[config.mk]
export PLATFORM = sky130hd
export DESIGN_NAME = multicycle_main_fsm
export DESIGN_NICKNAME = d
export VERILOG_FILES = /design/src/rtl/riscv_ctrl_pkg.sv /design/src/rtl/retire_counter.sv /design/src/rtl/multicycle_main_fsm.sv
export SDC_FILE = /design/constraint.sdc
export NUM_CORES = 1
export LEC_CHECK = 0
export BUFFER_PORTS_ARGS = -buffer_cell sky130_fd_sc_hd__buf_2
export CORE_MARGIN = 5
export CORE_UTILIZATION = 40
export CTS_BUF_LIST = sky130_fd_sc_hd__clkbuf_16
export DETAILED_ROUTE_END_ITERATION = 10
export GPL_TIMING_DRIVEN = 0
export PLACE_DENSITY = 0.69
export SLEW_MARGIN = 0
export SYNTH_ARGS = -nofsm -noshare
export SYNTH_HDL_FRONTEND = slang
export SYNTH_HIERARCHICAL = 1
export SYNTH_SLANG_ARGS = --single-unit
[constraint.sdc]
create_clock -name clk -period 2.29 [get_ports clk]
set_input_delay 0.229 -clock clk [delete_from_list [all_inputs] [get_ports clk]]
set_output_delay 0.229 -clock clk [all_outputs]
set_load 0.005 [all_outputs]
[src/rtl/riscv_ctrl_pkg.sv]
// Shared control encodings for the multicycle RV32I core: FSM states, opcodes and
// datapath select values.
package riscv_ctrl_pkg;

  typedef enum logic [3:0] {
    StFetch,
    StDecode,
    StMemAdr,
    StMemRead,
    StMemWb,
    StMemWrite,
    StExecR,
    StExecI,
    StAluWb,
    StBeq,
    StJal,
    StLui,
    StTrap
  } state_t;

  localparam logic [6:0] OP_LW  = 7'b0000011;
  localparam logic [6:0] OP_SW  = 7'b0100011;
  localparam logic [6:0] OP_R   = 7'b0110011;
  localparam logic [6:0] OP_I   = 7'b0010011;
  localparam logic [6:0] OP_BEQ = 7'b1100011;
  localparam logic [6:0] OP_JAL = 7'b1101111;
  localparam logic [6:0] OP_LUI = 7'b0110111;

  localparam logic [1:0] RES_ALUOUT    = 2'b00;
  localparam logic [1:0] RES_DATA      = 2'b01;
  localparam logic [1:0] RES_ALURESULT = 2'b10;
  localparam logic [1:0] RES_IMMEXT    = 2'b11;

  localparam logic [1:0] SRCA_PC    = 2'b00;
  localparam logic [1:0] SRCA_OLDPC = 2'b01;
  localparam logic [1:0] SRCA_RD1   = 2'b10;

  localparam logic [1:0] SRCB_RD2  = 2'b00;
  localparam logic [1:0] SRCB_IMM  = 2'b01;
  localparam logic [1:0] SRCB_FOUR = 2'b10;

  localparam logic [1:0] ALUOP_ADD   = 2'b00;
  localparam logic [1:0] ALUOP_SUB   = 2'b01;
  localparam logic [1:0] ALUOP_FUNCT = 2'b10;

  // Unknown opcodes fall into TRAP.
  function automatic state_t decode_op(input logic [6:0] op);
    case (op)
      OP_LW, OP_SW: return StMemAdr;
      OP_R:         return StExecR;
      OP_I:         return StExecI;
      OP_BEQ:       return StBeq;
      OP_JAL:       return StJal;
      OP_LUI:       return StLui;
      default:      return StTrap;
    endcase
  endfunction

endpackage

[src/rtl/retire_counter.sv]
// Enable-driven wrapping counter of retired instructions.
module retire_counter #(
  parameter int unsigned COUNT_W = 32
) (
  input  logic               i_clk,
  input  logic               i_rst,
  input  logic               i_en,
  output logic [COUNT_W-1:0] o_count
);

  logic [COUNT_W-1:0] r_count;

  always_ff @(posedge i_clk or posedge i_rst) begin
    if (i_rst) begin
      r_count <= '0;
    end else if (i_en) begin
      r_count <= r_count + COUNT_W'(1);
    end
  end

  assign o_count = r_count;

endmodule

[src/rtl/multicycle_main_fsm.sv]
// Main control FSM of the multicycle RV32I core: Moore decode of selects and write
// enables, memory-ready stalls, illegal-opcode trap and retirement count.
module multicycle_main_fsm
  import riscv_ctrl_pkg::*;
#(
  parameter int unsigned COUNT_W = 32
) (
  input  logic               clk,
  input  logic               reset,
  input  logic [6:0]         op,
  input  logic               zero,
  input  logic               mem_ready,
  output logic               PCUpdate,
  output logic               Branch,
  output logic               IRWrite,
  output logic               RegWrite,
  output logic               MemWrite,
  output logic               AdrSrc,
  output logic [1:0]         ResultSrc,
  output logic [1:0]         ALUSrcA,
  output logic [1:0]         ALUSrcB,
  output logic [1:0]         ALUOp,
  output logic               halted,
  output logic [COUNT_W-1:0] retired
);

  state_t r_state;
  state_t w_next;
  logic   w_retire;
  logic   w_pc_update, w_branch, w_ir_write, w_reg_write, w_mem_write;

  always_ff @(posedge clk or posedge reset) begin
    if (reset) begin
      r_state <= StFetch;
    end else begin
      r_state <= w_next;
    end
  end

  always_comb begin
    w_next = r_state;
    unique case (r_state)
      StFetch:    if (mem_ready) w_next = StDecode;
      StDecode:   w_next = decode_op(op);
      StMemAdr:   w_next = (op == OP_LW) ? StMemRead : StMemWrite;
      StMemRead:  if (mem_ready) w_next = StMemWb;
      StMemWb:    w_next = StFetch;
      StMemWrite: if (mem_ready) w_next = StFetch;
      StExecR:    w_next = StAluWb;
      StExecI:    w_next = StAluWb;
      StAluWb:    w_next = StFetch;
      StBeq:      w_next = StFetch;
      StJal:      w_next = StAluWb;
      StLui:      w_next = StFetch;
      StTrap:     w_next = StTrap;
      default:    w_next = StFetch;
    endcase
  end

  // JAL passes through ALUWB, so it is counted there exactly once.
  assign w_retire = (w_next == StFetch) &&
                    (r_state inside {StMemWb, StMemWrite, StAluWb, StBeq, StLui});

  always_comb begin
    w_pc_update = 1'b0;
    w_branch    = 1'b0;
    w_ir_write  = 1'b0;
    w_reg_write = 1'b0;
    w_mem_write = 1'b0;
    AdrSrc      = 1'b0;
    ResultSrc   = RES_ALUOUT;
    ALUSrcA     = SRCA_PC;
    ALUSrcB     = SRCB_RD2;
    ALUOp       = ALUOP_ADD;
    unique case (r_state)
      StFetch: begin
        ALUSrcB     = SRCB_FOUR;
        ResultSrc   = RES_ALURESULT;
        w_ir_write  = mem_ready;
        w_pc_update = mem_ready;
      end
      StDecode: begin
        ALUSrcA = SRCA_OLDPC;
        ALUSrcB = SRCB_IMM;
      end
      StMemAdr: begin
        ALUSrcA = SRCA_RD1;
        ALUSrcB = SRCB_IMM;
      end
      StMemRead:  AdrSrc = 1'b1;
      StMemWb: begin
        ResultSrc   = RES_DATA;
        w_reg_write = 1'b1;
      end
      StMemWrite: begin
        AdrSrc      = 1'b1;
        w_mem_write = mem_ready;
      end
      StExecR: begin
        ALUSrcA = SRCA_RD1;
        ALUOp   = ALUOP_FUNCT;
      end
      StExecI: begin
        ALUSrcA = SRCA_RD1;
        ALUSrcB = SRCB_IMM;
        ALUOp   = ALUOP_FUNCT;
      end
      StAluWb:    w_reg_write = 1'b1;
      StBeq: begin
        ALUSrcA  = SRCA_RD1;
        ALUOp    = ALUOP_SUB;
        w_branch = 1'b1;
      end
      StJal: begin
        ALUSrcA     = SRCA_OLDPC;
        ALUSrcB     = SRCB_FOUR;
        w_pc_update = 1'b1;
      end
      StLui: begin
        ResultSrc   = RES_IMMEXT;
        w_reg_write = 1'b1;
      end
      StTrap:  ;
      default: ;
    endcase
  end

  // Reset forces FETCH, whose IRWrite/PCUpdate follow mem_ready, so gate explicitly.
  assign PCUpdate = w_pc_update & ~reset;
  assign Branch   = w_branch & ~reset;
  assign IRWrite  = w_ir_write & ~reset;
  assign RegWrite = w_reg_write & ~reset;
  assign MemWrite = w_mem_write & ~reset;
  assign halted   = (r_state == StTrap);

  retire_counter #(
    .COUNT_W(COUNT_W)
  ) u_retire_counter (
    .i_clk  (clk),
    .i_rst  (reset),
    .i_en   (w_retire),
    .o_count(retired)
  );

endmodule

==> flow_summary_export.csv, run 1 <==
group,metric,value,unit
clock_tree,cts_buffers,5,
logic_synthesis,syn_area_per_cell,9.84,um2
timing,finalHoldViolCount,0,
logic_synthesis,synth_nets,231,
timing,tns,0,ns
floorplanning,die_x,83.4,um
timing,fin_skew,0.00209,ns
floorplanning,rows,26,
global_routing,grt_pass1_wl,8.29,mm
clock_tree,clockBufferDepth,2,
detailed_routing,first_iter_violations,65,
global_routing,grt_pass1_vias,1774,
logic_synthesis,synth_most_common_cell,"dfrtp_1",
power,finalPower,2.33,mW
detailed_routing,dr.pass1.iters,4,
logic_synthesis,synth-seq-cells,36,
power,p_sw_share,31.0,%
detailed_routing,vias,1846,
detailed_routing,final_antenna_net_count,0,
cells_and_area,register_area,901,um2
global_routing,busiest_layer,"met2",
global_routing,overflow,0,
logic_synthesis,synth_area_leaders,"dfrtp_1, xor2_1, xnor2_1, nand2_1, nand3_1",
setup_path,crit_fanout,10,
setup_path,r2r_slack,0.14,ns
floorplanning,start_util,41.7,%
worst_hold_path,hp-class,"in -> reg",
logic_synthesis,yosys-top-cells-count,"dfrtp_1, nand2_1, xor2_1, xnor2_1, nor2_1",
global_routing,antenna_found_initial,0,
detailed_routing,drc_errors,0,
detailed_routing,drt_wl_total,4.92,mm
place,dpl.hpwl,3.55,mm
clock_tree,clk_pin_slew,0.05,ns
logic_synthesis,syn_inst,219,
power,p_clk_share,31.7,%
power,comb_power_share,34.3,%
timing,max_freq,0.465,GHz
floorplanning,core,0.00517,mm2
setup_path,worst_ep_arrival_time,2.34,ns
logic_synthesis,synth-edff-count,0,
power,leakagePower,1.44,nW
place,gp_congestion,0.859,
setup_path,cp-start-kind,"flip-flop",
setup_path,startpoint,"r_state[3]",
timing,setup_viol,0,
power,power_density,835,mW/mm2
power,peakVddDrop,0.343,mV
clock_tree,clkLatencyLatePin,0.27,ns
run,cap_violations,0,
cells_and_area,post-route-cell-area,0.00279,mm2
detailed_routing,vias_per_cell,5.19,
setup_path,reg2reg_depth,9,
global_routing,grt_max_degree,33,
logic_synthesis,netlist_area,0.00216,mm2
place,placed_area,0.00251,mm2
power,p_int,1.61,mW
global_routing,use_met2,23.6,%
clock_tree,h-tree-depth,2,
cells_and_area,multiInputGateArea,0.00120,mm2
floorplanning,die_y,83.4,um
logic_synthesis,synth_cell_types,47,
setup_path,crit_end,"u_retire_counter/o_count[25]",
status,outcome,"completed",
cells_and_area,final_nets,297,
cells_and_area,layout-drive-gt1-share,33.2,%
logic_synthesis,synthFlopType,"dfrtp_1",
floorplanning,dieArea,0.00696,mm2
logic_synthesis,ys_seq_area_share,41.8,%
timing,report.final.slew_viol_count,0,
cells_and_area,n_fill_cell,470,
floorplanning,io_pins,58,
setup_path,r2r_end,"u_retire_counter/o_count[25]",
timing,tightest_slew,0.516,ns
clock_tree,cts_sinks,36,
setup_path,r2r_start,"r_state[3]",
setup_path,cp.required,2.48,ns
global_routing,grt_use_total,14.4,%
logic_synthesis,postSynth.asyncResetShare,100,%
global_routing,grt_util_met3,4.26,%
detailed_routing,wl_per_cell,13.8,um
power,seq_power_share,33.9,%
timing,post-route-min-period,2.15,ns
power,switchingPower,721,uW
global_routing,grtUsageMet1,18.2,%
setup_path,end_kind,"flip-flop",
logic_synthesis,yosys_warnings,6,
cells_and_area,syn2layout_area_growth,29.3,%
setup_path,worst-setup-path-type,"reg -> reg",
clock_tree,clk_root_buffer_cell,"clkbuf_16",
cells_and_area,diodes,0,
logic_synthesis,yosys.area.top_type,"dfrtp_1",
timing,fin_crit_sh,93.9,%
place,portBuffers,54,
cells_and_area,fin_util,53.9,%
clock_tree,cts_tree,"built",
logic_synthesis,netlist.area_leader.share,41.8,%
timing,slew_headroom,65.4,%
[worst min path at each step]
| stage | start | end | slack, ns | depth (start not counted) |
|---|---|---|---|---|
| 6_report | op[3] | r_state[0] | 0.23 | 2 |
| 5_1_grt | op[3] | r_state[0] | 0.23 | 2 |
| 4_1_cts | op[3] | r_state[0] | 0.22 | 2 |
| 3_5_place_dp | reset | r_state[3] | 0.19 | 2 |
| 3_3_place_gp | reset | r_state[3] | 0.19 | 2 |
| 2_1_floorplan | reset | r_state[0] | 0.006 | 1 |
[metrics by stage]
stage          cells  setup WS (ns)  hold slack [ns]
4_1_cts          354         0.0385            0.216
6_report         356          0.140            0.225
3_5_place_dp     343         -0.213            0.194
2_1_floorplan    219         0.0993          0.00588
5_1_grt          356        -0.0216            0.231
3_3_place_gp     343         -0.210            0.192
[layer usage]
metal  routed length, um  part of all wire (%)
met5                   0                     0
met4                  65                   1.3
met3                 239                   4.9
met2                2350                    48
met1                2260                    46
[flip-flops by register name, summed over array words and instances, names as in the netlist]
signal and flops:
r_state 4, u_retire_counter/o_count 32
[cell type report]
cell class,count,share of cell area (%)
Multi-Input combinational cell,165,43.2
Sequential cell,36,32.3
Timing Repair Buffer,59,11.8
Clock buffer,5,4.49
Tap cell,70,3.14
Buffer,11,2.69
Clock inverter,3,1.35
Inverter,7,0.943
[power groups by stage]
stage               logic [mW]  registers (mW)  clock network [mW]
floorplan                0.470           0.790                   0
global placement         0.693           0.794                   0
detailed placement       0.700           0.799                   0
CTS                      0.756           0.791               0.756
global route             0.886           0.806               0.788
finish                   0.799           0.790               0.739
[worst max-delay path: stages, from the launching register on]
cell      delay, ns
dfrtp_1        0.32
clkbuf_4       0.18
buf_6          0.15
nor2b_2        0.18
a21oi_1        0.07
o21ai_2        0.20
and4_4         0.30
nand3_4        0.16
nor4_2         0.33
xor2_1         0.18
[cell families after synthesis]
logic type | synth area share, %
AO/OA/AOI/OAI | 8.65
adder cells (fa/ha/maj) | 0.580
buffers and inverters | 4.29
AND/OR/NAND/NOR | 30.8
multiplexers | 0.522
XOR/XNOR | 13.4
flip-flops | 41.8
[cells in the final DEF (no fill, tap or decap), types with 8 or more instances in the layout]
cell type / netlist / routed
dfrtp_1: 36 / 36
nand3_1: 12 / 12
nand2_1: 20 / 20
nor2_1: 13 / 13
xnor2_1: 14 / 14
buf_2: 8 / 60
nor3_1: 8 / 8
xor2_1: 19 / 19
[repair_timing]
| action | in CTS | in global routing |
|---|---|---|
| pin swaps | 1 | 2 |
| hold buffers | 1 | 0 |
| buffers inserted | 2 | 1 |
| gates resized for setup | 6 | 7 |
| setup endpoints to repair | 19 | 18 |
| endpoints found under the hold margin | 4 | 0 |
| cloned | 0 | 0 |
Power figures use the tool's default switching activity.
==> run 2, diff against run 1 <==
--- a/config.mk
+++ b/config.mk
@@ -6,12 +6,14 @@
 export NUM_CORES = 1
 export LEC_CHECK = 0
 export BUFFER_PORTS_ARGS = -buffer_cell sky130_fd_sc_hd__buf_2
+export CELL_PAD_IN_SITES_DETAIL_PLACEMENT = 0
+export CELL_PAD_IN_SITES_GLOBAL_PLACEMENT = 1
 export CORE_MARGIN = 5
-export CORE_UTILIZATION = 40
+export CORE_UTILIZATION = 36
 export CTS_BUF_LIST = sky130_fd_sc_hd__clkbuf_16
 export DETAILED_ROUTE_END_ITERATION = 10
 export GPL_TIMING_DRIVEN = 0
-export PLACE_DENSITY = 0.69
+export PLACE_DENSITY = 0.79
 export SLEW_MARGIN = 0
 export SYNTH_ARGS = -nofsm -noshare
 export SYNTH_HDL_FRONTEND = slang
==> run 2 against run 1 <==
  * Utilization decreased by 6.5 points
  * Clock skew grew 0.0028 ns
  * Via count grew 2.3%
  * Sequential power barely moved
  * Critical endpoint is now u_retire_counter/o_count[27]
==> flow_summary_export.csv, run 2 (same netlist as run 1, synthesis figures left out) <==
group,metric,value,unit
status,outcome,"completed",
clock_tree,clk_pin_slew,0.05,ns
global_routing,grt_use_total,13.5,%
place,dpl.hpwl,3.55,mm
global_routing,overflow,0,
power,comb_power_share,35.6,%
clock_tree,clk_root_buffer_cell,"clkbuf_16",
timing,fin_skew,0.00488,ns
setup_path,end_kind,"flip-flop",
clock_tree,clockBufferDepth,2,
floorplanning,die_y,87.4,um
detailed_routing,vias,1888,
global_routing,grtUsageMet1,18.3,%
timing,max_freq,0.473,GHz
clock_tree,cts_buffers,5,
cells_and_area,post-route-cell-area,0.00279,mm2
timing,slew_headroom,66.2,%
place,placed_area,0.00252,mm2
detailed_routing,vias_per_cell,5.24,
place,gp_congestion,0.815,
detailed_routing,wl_per_cell,13.9,um
timing,setup_viol,0,
power,seq_power_share,36.0,%
power,power_density,784,mW/mm2
detailed_routing,drc_errors,0,
timing,report.final.slew_viol_count,0,
floorplanning,core,0.00589,mm2
power,leakagePower,1.47,nW
cells_and_area,diodes,0,
timing,tightest_slew,0.505,ns
setup_path,cp-start-kind,"flip-flop",
global_routing,use_met2,20.8,%
global_routing,antenna_found_initial,0,
global_routing,grt_pass1_wl,8.36,mm
cells_and_area,n_fill_cell,592,
cells_and_area,final_nets,297,
setup_path,crit_fanout,10,
timing,tns,0,ns
detailed_routing,first_iter_violations,116,
clock_tree,cts_tree,"built",
power,p_sw_share,32.7,%
floorplanning,io_pins,58,
global_routing,busiest_layer,"met2",
power,p_clk_share,28.4,%
setup_path,worst-setup-path-type,"reg -> reg",
clock_tree,clkLatencyLatePin,0.27,ns
floorplanning,dieArea,0.00764,mm2
detailed_routing,final_antenna_net_count,0,
place,portBuffers,54,
global_routing,grt_pass1_vias,1784,
timing,post-route-min-period,2.11,ns
cells_and_area,final_common_cell,"buf_2",
cells_and_area,layout_common_cells,"buf_2, dfrtp_1, nand2_1, xor2_1, xnor2_1",
power,p_int,1.47,mW
floorplanning,die_x,87.4,um
power,peakVddDrop,0.408,mV
worst_hold_path,hp-class,"in -> reg",
floorplanning,rows,28,
timing,rsz0062_at_grt,"no",
floorplanning,start_util,36.6,%
global_routing,grt_max_degree,33,
timing,fin_crit_sh,92.3,%
cells_and_area,layout-drive-gt1-share,33.7,%
setup_path,cp.required,2.49,ns
detailed_routing,drt_wl_total,5.00,mm
clock_tree,cts_sinks,36,
detailed_routing,dr.pass1.iters,4,
run,cap_violations,0,
cells_and_area,syn2layout_area_growth,29.4,%
power,switchingPower,716,uW
clock_tree,h-tree-depth,2,
cells_and_area,largest_reg_flops,32,
setup_path,worst_ep_arrival_time,2.31,ns
timing,hold_slack,0.233,ns
timing,finalHoldViolCount,0,
global_routing,grt_util_met3,4.26,%
## run 2: cell type report
class / count / area [um2] / area share (%)
inverters: 7 / 26.3 / 0.942
clock inverters: 2 / 8.76 / 0.314
repair buffers: 59 / 330 / 11.8
flip-flops and latches: 36 / 901 / 32.3
well taps: 75 / 93.8 / 3.36
plain buffers: 11 / 68.8 / 2.47
multi-input cells: 165 / 1240 / 44.3
clock buffers: 5 / 125 / 4.48
## run 2: final timing paths
path                       cells past startpoint  slack, ns                          from                           end
setup / recovery                               9       0.18                    r_state[3]  u_retire_counter/o_count[27]
hold / removal                                 2       0.23                         op[3]                    r_state[0]
setup reg to reg                               9       0.18                    r_state[3]  u_retire_counter/o_count[27]
hold reg to reg                                1       0.46  u_retire_counter/o_count[31]  u_retire_counter/o_count[31]
max in group asynchronous                      4       1.31                         reset  u_retire_counter/o_count[20]
min in group asynchronous                      3       0.49                         reset                    r_state[3]
## run 2: routing by layer
metal  vias to the layer above  routed length [um]
met2                        66                2280
met1                       902                2310
met5                         -                   0
met3                         9                 346
met4                         0                  63
li1                        911                   -
## run 2: per-stage QoR
stage | util (%) | setup WS (ns) | total power [mW] | instances
after floorplan | - | 0.0993 | 1.26 | 219
after global placement | 42.8 | -0.199 | 1.50 | 348
after detailed placement | 42.8 | -0.240 | 1.50 | 348
after CTS | 45.9 | 0.0308 | 2.19 | 358
after global routing | 47.4 | 0.0235 | 2.35 | 360
final | 47.4 | 0.177 | 2.19 | 360
## run 2: critical path, cell delays in order, from the launching register on
cell     delay (ns)
dfrtp_1        0.31
buf_2          0.18
buf_4          0.20
nor2b_4        0.17
a21oi_1        0.06
o21ai_2        0.17
and4_4         0.29
nand3_4        0.18
nor4b_4        0.31
xor2_1         0.17
## run 2: timing repair
| item | 4_1_cts | 5_1_grt |
|---|---|---|
| pin swaps | 1 | 1 |
| cloned | 0 | 0 |
| endpoints found under the hold margin | 4 | 0 |
| resized for setup | 6 | 10 |
| hold buffers | 1 | 0 |
| setup buffers | 2 | 1 |
| endpoints found under the setup margin | 20 | 17 |
## run 2: power groups by stage
stage / clock [mW] / sequential [mW] / combinational (mW)
2_1_floorplan: 0 / 0.790 / 0.470
3_5_place_dp: 0 / 0.799 / 0.703
4_1_cts: 0.642 / 0.790 / 0.756
5_1_grt: 0.674 / 0.802 / 0.874
6_report: 0.621 / 0.788 / 0.778
3_3_place_gp: 0 / 0.797 / 0.703
